[config.mk]
export PLATFORM = sky130hd
export DESIGN_NAME = ifft64_out_reorder
export DESIGN_NICKNAME = d
export VERILOG_FILES = /design/src/rtl/ifft64_out_reorder.sv
export SDC_FILE = /design/constraint.sdc
export NUM_CORES = 2
export LEC_CHECK = 0
export CAP_MARGIN = 20
export CORE_MARGIN = 1
export CORE_UTILIZATION = 55
export DETAILED_ROUTE_END_ITERATION = 8
export PLACE_DENSITY = 0.68
export SLEW_MARGIN = 20
export SYNTH_ARGS = -nofsm -noshare
export SYNTH_HDL_FRONTEND = slang
export SYNTH_SLANG_ARGS = --single-unit
[constraint.sdc]
create_clock -name clk -period 6.27 [get_ports clk]
set_input_delay 1.5675 -clock clk [delete_from_list [all_inputs] [get_ports clk]]
set_output_delay 1.5675 -clock clk [all_outputs]
set_load 0.005 [all_outputs]
[src/rtl/ifft64_out_reorder.sv]
// Converts the bit-reversed 2-lane IFFT output stream into natural order.
// Ping-pong banks; define IFFT_REORDER_IDX_EN to add the out_idx port.
module ifft64_out_reorder #(
  parameter int DW    = 16,
  parameter int LOG2N = 6
) (
  input  logic             clk,
  input  logic             arstn,
  input  logic             clr,
  input  logic             in_valid,
  input  logic [DW-1:0]    in0_re,
  input  logic [DW-1:0]    in0_im,
  input  logic [DW-1:0]    in1_re,
  input  logic [DW-1:0]    in1_im,
  output logic             out_valid,
  output logic [DW-1:0]    out0_re,
  output logic [DW-1:0]    out0_im,
  output logic [DW-1:0]    out1_re,
  output logic [DW-1:0]    out1_im,
`ifdef IFFT_REORDER_IDX_EN
  output logic [LOG2N-1:0] out_idx,
`endif
  output logic             out_last
);

  localparam int N  = 2**LOG2N;
  localparam int BW = LOG2N-1;

  typedef enum logic {IDLE, READ} state_t;

  state_t          state_q, state_d;
  logic [BW-1:0]   wc_q, wc_d;
  logic [BW-1:0]   rc_q, rc_d;
  logic            wbank_q, wbank_d;
  logic            rbank_q, rbank_d;
  logic            ov_q, ov_d;
  logic            ol_q, ol_d;
  logic [DW-1:0]   o0r_q, o0r_d;
  logic [DW-1:0]   o0i_q, o0i_d;
  logic [DW-1:0]   o1r_q, o1r_d;
  logic [DW-1:0]   o1i_q, o1i_d;
  logic [LOG2N-1:0] idx_q, idx_d;

  logic [2*DW-1:0] mem_q [2*N];

  logic            beat;
  logic            frame_done;
  logic [BW-1:0]   wc_rev;
  logic [LOG2N:0]  waddr0, waddr1;
  logic [LOG2N:0]  raddr0, raddr1;
  logic [2*DW-1:0] rd0, rd1;

  always_comb begin
    wc_rev = '0;
    for (int i = 0; i < BW; i++) begin
      wc_rev[BW-1-i] = wc_q[i];
    end
  end

  assign beat       = in_valid && !clr;
  assign frame_done = beat && (wc_q == {BW{1'b1}});
  assign waddr0     = {wbank_q, 1'b0, wc_rev};
  assign waddr1     = {wbank_q, 1'b1, wc_rev};
  assign raddr0     = {rbank_q, rc_q, 1'b0};
  assign raddr1     = {rbank_q, rc_q, 1'b1};
  assign rd0        = mem_q[raddr0];
  assign rd1        = mem_q[raddr1];

  // Sample storage carries no reset; stale data is never read back.
  always_ff @(posedge clk) begin
    if (beat) begin
      mem_q[waddr0] <= {in0_re, in0_im};
      mem_q[waddr1] <= {in1_re, in1_im};
    end
  end

  always_comb begin
    wc_d    = wc_q;
    wbank_d = wbank_q;
    state_d = state_q;
    rc_d    = rc_q;
    rbank_d = rbank_q;
    ov_d    = 1'b0;
    ol_d    = 1'b0;
    o0r_d   = o0r_q;
    o0i_d   = o0i_q;
    o1r_d   = o1r_q;
    o1i_d   = o1i_q;
    idx_d   = idx_q;

    if (beat) begin
      wc_d = wc_q + 1'b1;
    end
    if (frame_done) begin
      wbank_d = ~wbank_q;
    end

    unique case (state_q)
      IDLE: begin
      end
      READ: begin
        ov_d  = 1'b1;
        ol_d  = (rc_q == {BW{1'b1}});
        o0r_d = rd0[2*DW-1:DW];
        o0i_d = rd0[DW-1:0];
        o1r_d = rd1[2*DW-1:DW];
        o1i_d = rd1[DW-1:0];
        idx_d = {rc_q, 1'b0};
        rc_d  = rc_q + 1'b1;
        if (rc_q == {BW{1'b1}}) begin
          state_d = IDLE;
        end
      end
      default: state_d = IDLE;
    endcase

    // A completing frame hands its bank to the reader on the same edge.
    if (frame_done) begin
      state_d = READ;
      rc_d    = '0;
      rbank_d = wbank_q;
    end

    if (clr) begin
      wc_d    = '0;
      state_d = IDLE;
      rc_d    = '0;
      ov_d    = 1'b0;
      ol_d    = 1'b0;
      idx_d   = '0;
    end
  end

  always_ff @(posedge clk or negedge arstn) begin
    if (!arstn) begin
      state_q <= IDLE;
      wc_q    <= '0;
      rc_q    <= '0;
      wbank_q <= 1'b0;
      rbank_q <= 1'b0;
      ov_q    <= 1'b0;
      ol_q    <= 1'b0;
      o0r_q   <= '0;
      o0i_q   <= '0;
      o1r_q   <= '0;
      o1i_q   <= '0;
      idx_q   <= '0;
    end else begin
      state_q <= state_d;
      wc_q    <= wc_d;
      rc_q    <= rc_d;
      wbank_q <= wbank_d;
      rbank_q <= rbank_d;
      ov_q    <= ov_d;
      ol_q    <= ol_d;
      o0r_q   <= o0r_d;
      o0i_q   <= o0i_d;
      o1r_q   <= o1r_d;
      o1i_q   <= o1i_d;
      idx_q   <= idx_d;
    end
  end

  assign out_valid = ov_q;
  assign out_last  = ol_q;
  assign out0_re   = o0r_q;
  assign out0_im   = o0i_q;
  assign out1_re   = o1r_q;
  assign out1_im   = o1i_q;
`ifdef IFFT_REORDER_IDX_EN
  assign out_idx   = idx_q;
`else
  logic unused_idx;
  assign unused_idx = ^idx_q;
`endif

endmodule

; After elaboration in Yosys (flattened, before gate mapping)
; Memories as Yosys holds them, arrays and structs flattened. A register that Yosys moved wholly into a read port is not among the register bits.
; Index checks and enable logic that the tools add are counted.
; Widths: inputs -> output; s select.
[word_totals]
mem_count = 1
regBits = 15
ram_bits = 4096
output_inout_bits = 66
[mem_list]
columns = memory, depth, width, read_ports, rd_ports_with_merged_regs, write_ports, line_no
row1 = mem_q, 128, 32, 2, 2, 2, 44  ; logic [2*DW-1:0] mem_q [2*N];
[classes]
n_eq_ne = 2
mux = 15
reduce_logical = 7
addsub = 2
bitwise = 1
[op_table]
columns = op, count
row1 = $mux 5, 5
row2 = $add 5x1->5 const B, 2
row3 = $eq 5x5->1 const B, 2
row4 = $mux 1, 10
row5 = $logic_not 1->1, 3
row6 = $reduce_bool 3->1, 1
row7 = $logic_and 1x1->1, 2
row8 = $reduce_bool 2->1, 1
row9 = $not 1->1, 1

; Logic depth before layout (Yosys ltp)
[depth]
depth_word = 5
depth_mapped = 9

; Least setup slack after synthesis
; No wires, ideal clock.
[synth_timing]
path_type = input-to-reg
start = input in_valid
end = memory mem_q[31][0] (netlist bit) (enable)
setup_slack_ns = 0.635
t_required_ns = 5.783
arrival_time_ns = 5.149
setup_time_ns = 0.487
n_path_buf = 1
cell_stages = 5
cell_sequence = clkbuf_1 -> nor2b_1 -> nor2b_1 -> nand2_1 -> nor2_1
[synth_lines]
columns = item, line_no
row1 = from (decl), 10  ; input logic in_valid,
row2 = to (decl), 44

==> metrics.cfg <==
[outcome]
run_status = completed

[synthesis]
synth_xor_xnor_area_share = 0.000386
synth.top_cell.area_share = 0.774
synth_compound_gate_area_share = 0.0413
yosys-mux-area-fraction = 0.137
synth-adder-area-share = 0.000551
synthArstFlopShare = 0.0189
ys.flop_type = edfxtp_1
post_synth_and_or_nand_nor_area_fraction = 0.0204
synth_sequential_area_ratio = 0.786
flop_and_latch_count_out_of_synthesis = 4175
yosys_warnings = 0
yosys.area.top_type = edfxtp_1
synth.net_count = 7862
synth_enable_flop_cells = 4096
synth_top_family_by_area = multiplexers
synth_area_per_cell_sq_um = 20.4
syn_inst = 7787
synthTopCellsByArea = edfxtp_1 77%, mux4_2 7.3%, mux2i_1 6.5%, a22oi_1 2.1%, dfrtp_1 1.2%
cell_area_after_technology_mapping_sq_um = 159000
synth_cell_types = 38

[flow_run]
maxCapViolations = 0

[finish]
layout-area-overhead-vs-synth_pct = 12.6
layout.cells.most_common = edfxtp_1
most-common-layout-cells = 4096 x edfxtp_1, 1028 x mux2i_1, 512 x mux4_2
fin_nets = 8204
post-route-cell-area_sq_um = 179000
final_layout_size_suffix_gt1_frac = 0.177
postLayoutCoreUtil = 0.622

[cts]
clock_tree.root_cell = clkbuf_16
tritoncts.num_buffers = 405
post_cts.resized_instances = 0
cts_max_path_buffers = 4
clock_latency_ps = 920
cts.htree.levels = 5
hold_buffers = 0
clkSlewWorstSetupHoldPaths_ps = 60
clkSinkCount = 4175
cts_tree = built
postCtsSetupBuffers = 0

[place]
hpwl_mm = 234
dp_area_sq_um = 166000
place_congestion = 0.844
buffer_ports.inserted = 133

[pwr]
worst_ir_drop_vdd_mv = 0.239
clockPowerShare = 0.429
p_per_area_nw_per_um2 = 308
share_seq_of_total_power = 0.557
leakage_component_of_the_power_nw = 54.0
switching_share = 0.196
internal-power_w = 0.0443
comb_power_share = 0.014
net-switching-power_w = 0.0108

[global_routing]
antenna_found_initial = 29
globalRouteTotalUtil = 0.285
grt_first_pass_wirelength_mm = 591
grt_max_degree = 129
grt_pass1_vias = 80467
grt_overflow = 0

[timing]
period_share = 0.685
clock.fmax_mhz = 233
clock-skew-final_ps = 38.7
maxSlewHeadroom = 0.267
setup-tns-final_ps = 0
tightestPinTransition_ps = 1100
rsz0062_at_grt = no
hold_viol_final = 0
number_of_pins_exceeding_their_max_slew_limit_in_the_final_report = 0
timing.final.crit_period_ps = 4290
setup_viol_count_final = 0

[floorplanning]
die_area_sq_um = 291000
num_rows = 197
die_h_microns = 540
die-width_microns = 540
io_pins = 134
initial_core_util = 0.553
core_area_sq_um = 288000

[route]
vias = 81200
via_per_inst = 6.63
pre_antenna_drt_iters = 6
finalWirelength_mm = 417
wl_per_cell_microns = 34.1
drt_first_iter_violations = 10299
drc = 0
drtAntennaViolNets = 0

[worst_setup_path]
critical_path.endpoint_type = flip-flop
rr_startpoint = rc_q[1]
worst-endpoint-required_ps = 6880
setup.reg_to_reg.worst_slack_ps = 2370
worstPathMaxFanout = 17
critPathArrivalTime_ps = 4900
worst_r2r_path_depth = 7
terminus_of_the_critical_flop_to_flop_path = out1_re[14]
timing_worst_setup_path_type = in -> reg
critPathLaunchType = primary input

[worst_hold_path]
worstHoldStart = wbank_q
min_path_type = reg -> reg
timing.hold.worst_endpoint = wbank_q
timing.hold.worst_path_depth = 1

## critical path, stage by stage
cell             delay (ps)
clkdlybuf4s50_1         650
nor2b_1                 480
and2_1                  260
nand2_1                 610
nor2_4                  930
buf_4                   380
## registers in the layout, summed over array words and instances, names as in the netlist
name and cells:
out0_im 16, out_valid 1, out_last 1, rbank_q 1, out1_re 16, wbank_q 1, mem_q 4096, rc_q 5
out1_im 16, out0_re 16, state_q 1, wc_q 5
## kinds of logic after synthesis
group	after synthesis
mux	1541
fa+ha+maj	7
buf+inv	456
xor+xnor	7
simple gates	704
compound gates	897
flops	4175
## power groups by stage
stage	registers (W)	logic, W	clock network (W)
3_3_place_gp	0.0313	0.000751	0
3_5_place_dp	0.0313	0.000788	0
4_1_cts	0.0307	0.000785	0.0239
5_1_grt	0.0307	0.000810	0.0250
2_1_floorplan	0.0313	0.0000758	0
6_report	0.0307	0.000783	0.0237
## per-stage QoR
| step | worst slack [ps] | instances | total power [W] | hold slack [ps] |
|---|---|---|---|---|
| after detailed placement | 1120 | 11503 | 0.0321 | 622 |
| final | 1980 | 12250 | 0.0552 | 642 |
| after floorplan | 635 | 7787 | 0.0314 | 501 |
| after global routing | 1960 | 12242 | 0.0565 | 640 |
| after global placement | 1110 | 11500 | 0.0320 | 619 |
| after CTS | 2070 | 12241 | 0.0554 | 630 |
## Yosys cell counts (4+ instances only)
cell	instances
buf_1	53
buf_6	17
edfxtp_1	4096
xor2_1	5
buf_4	29
mux2i_1	1028
a221oi_1	64
ha_1	7
nor2_1	208
o21ai_0	64
nand3b_1	4
dfrtp_1	79
o22ai_1	128
clkbuf_1	159
a221o_1	64
nand3_1	67
nand4_1	66
a21oi_1	65
nand2_1	203
o221ai_1	64
buf_2	196
a22oi_1	448
nor3_1	64
nand2b_1	69
mux4_2	512
and2_1	4
nor2b_1	7
## cell type report
type | count | area, sq um
multi-input combinational | 3156 | 32400
clock buffer | 525 | 10900
sequential | 4175 | 125000
tap | 3781 | 4730
timing repair buffer | 389 | 4070
fill | 19113 | 109000
antenna | 9 | 22.5
inverter | 2 | 7.51
clock inverter | 213 | 1930
## worst max-delay path by stage
stage | startpoint | end | slack, ps
global placement | in_valid | mem_q[119][30] | 1110
global route | in_valid | mem_q[119][3] | 1960
detailed placement | in_valid | mem_q[87][30] | 1120
CTS | in_valid | mem_q[117][8] | 2070
floorplan | in_valid | mem_q[31][0] | 630
finish | in_valid | mem_q[119][7] | 1980
## per-layer routing
layer | track usage | part of all wire | vias up
met4 | 0.0993 | 0.036 | 16
met3 | 0.0514 | 0.097 | 685
met1 | 0.404 | 0.39 | 43109
met5 | 0 | 0.00025 | -
met2 | 0.451 | 0.48 | 4374
li1 | - | - | 33016
(Power assumes the default switching activity.)
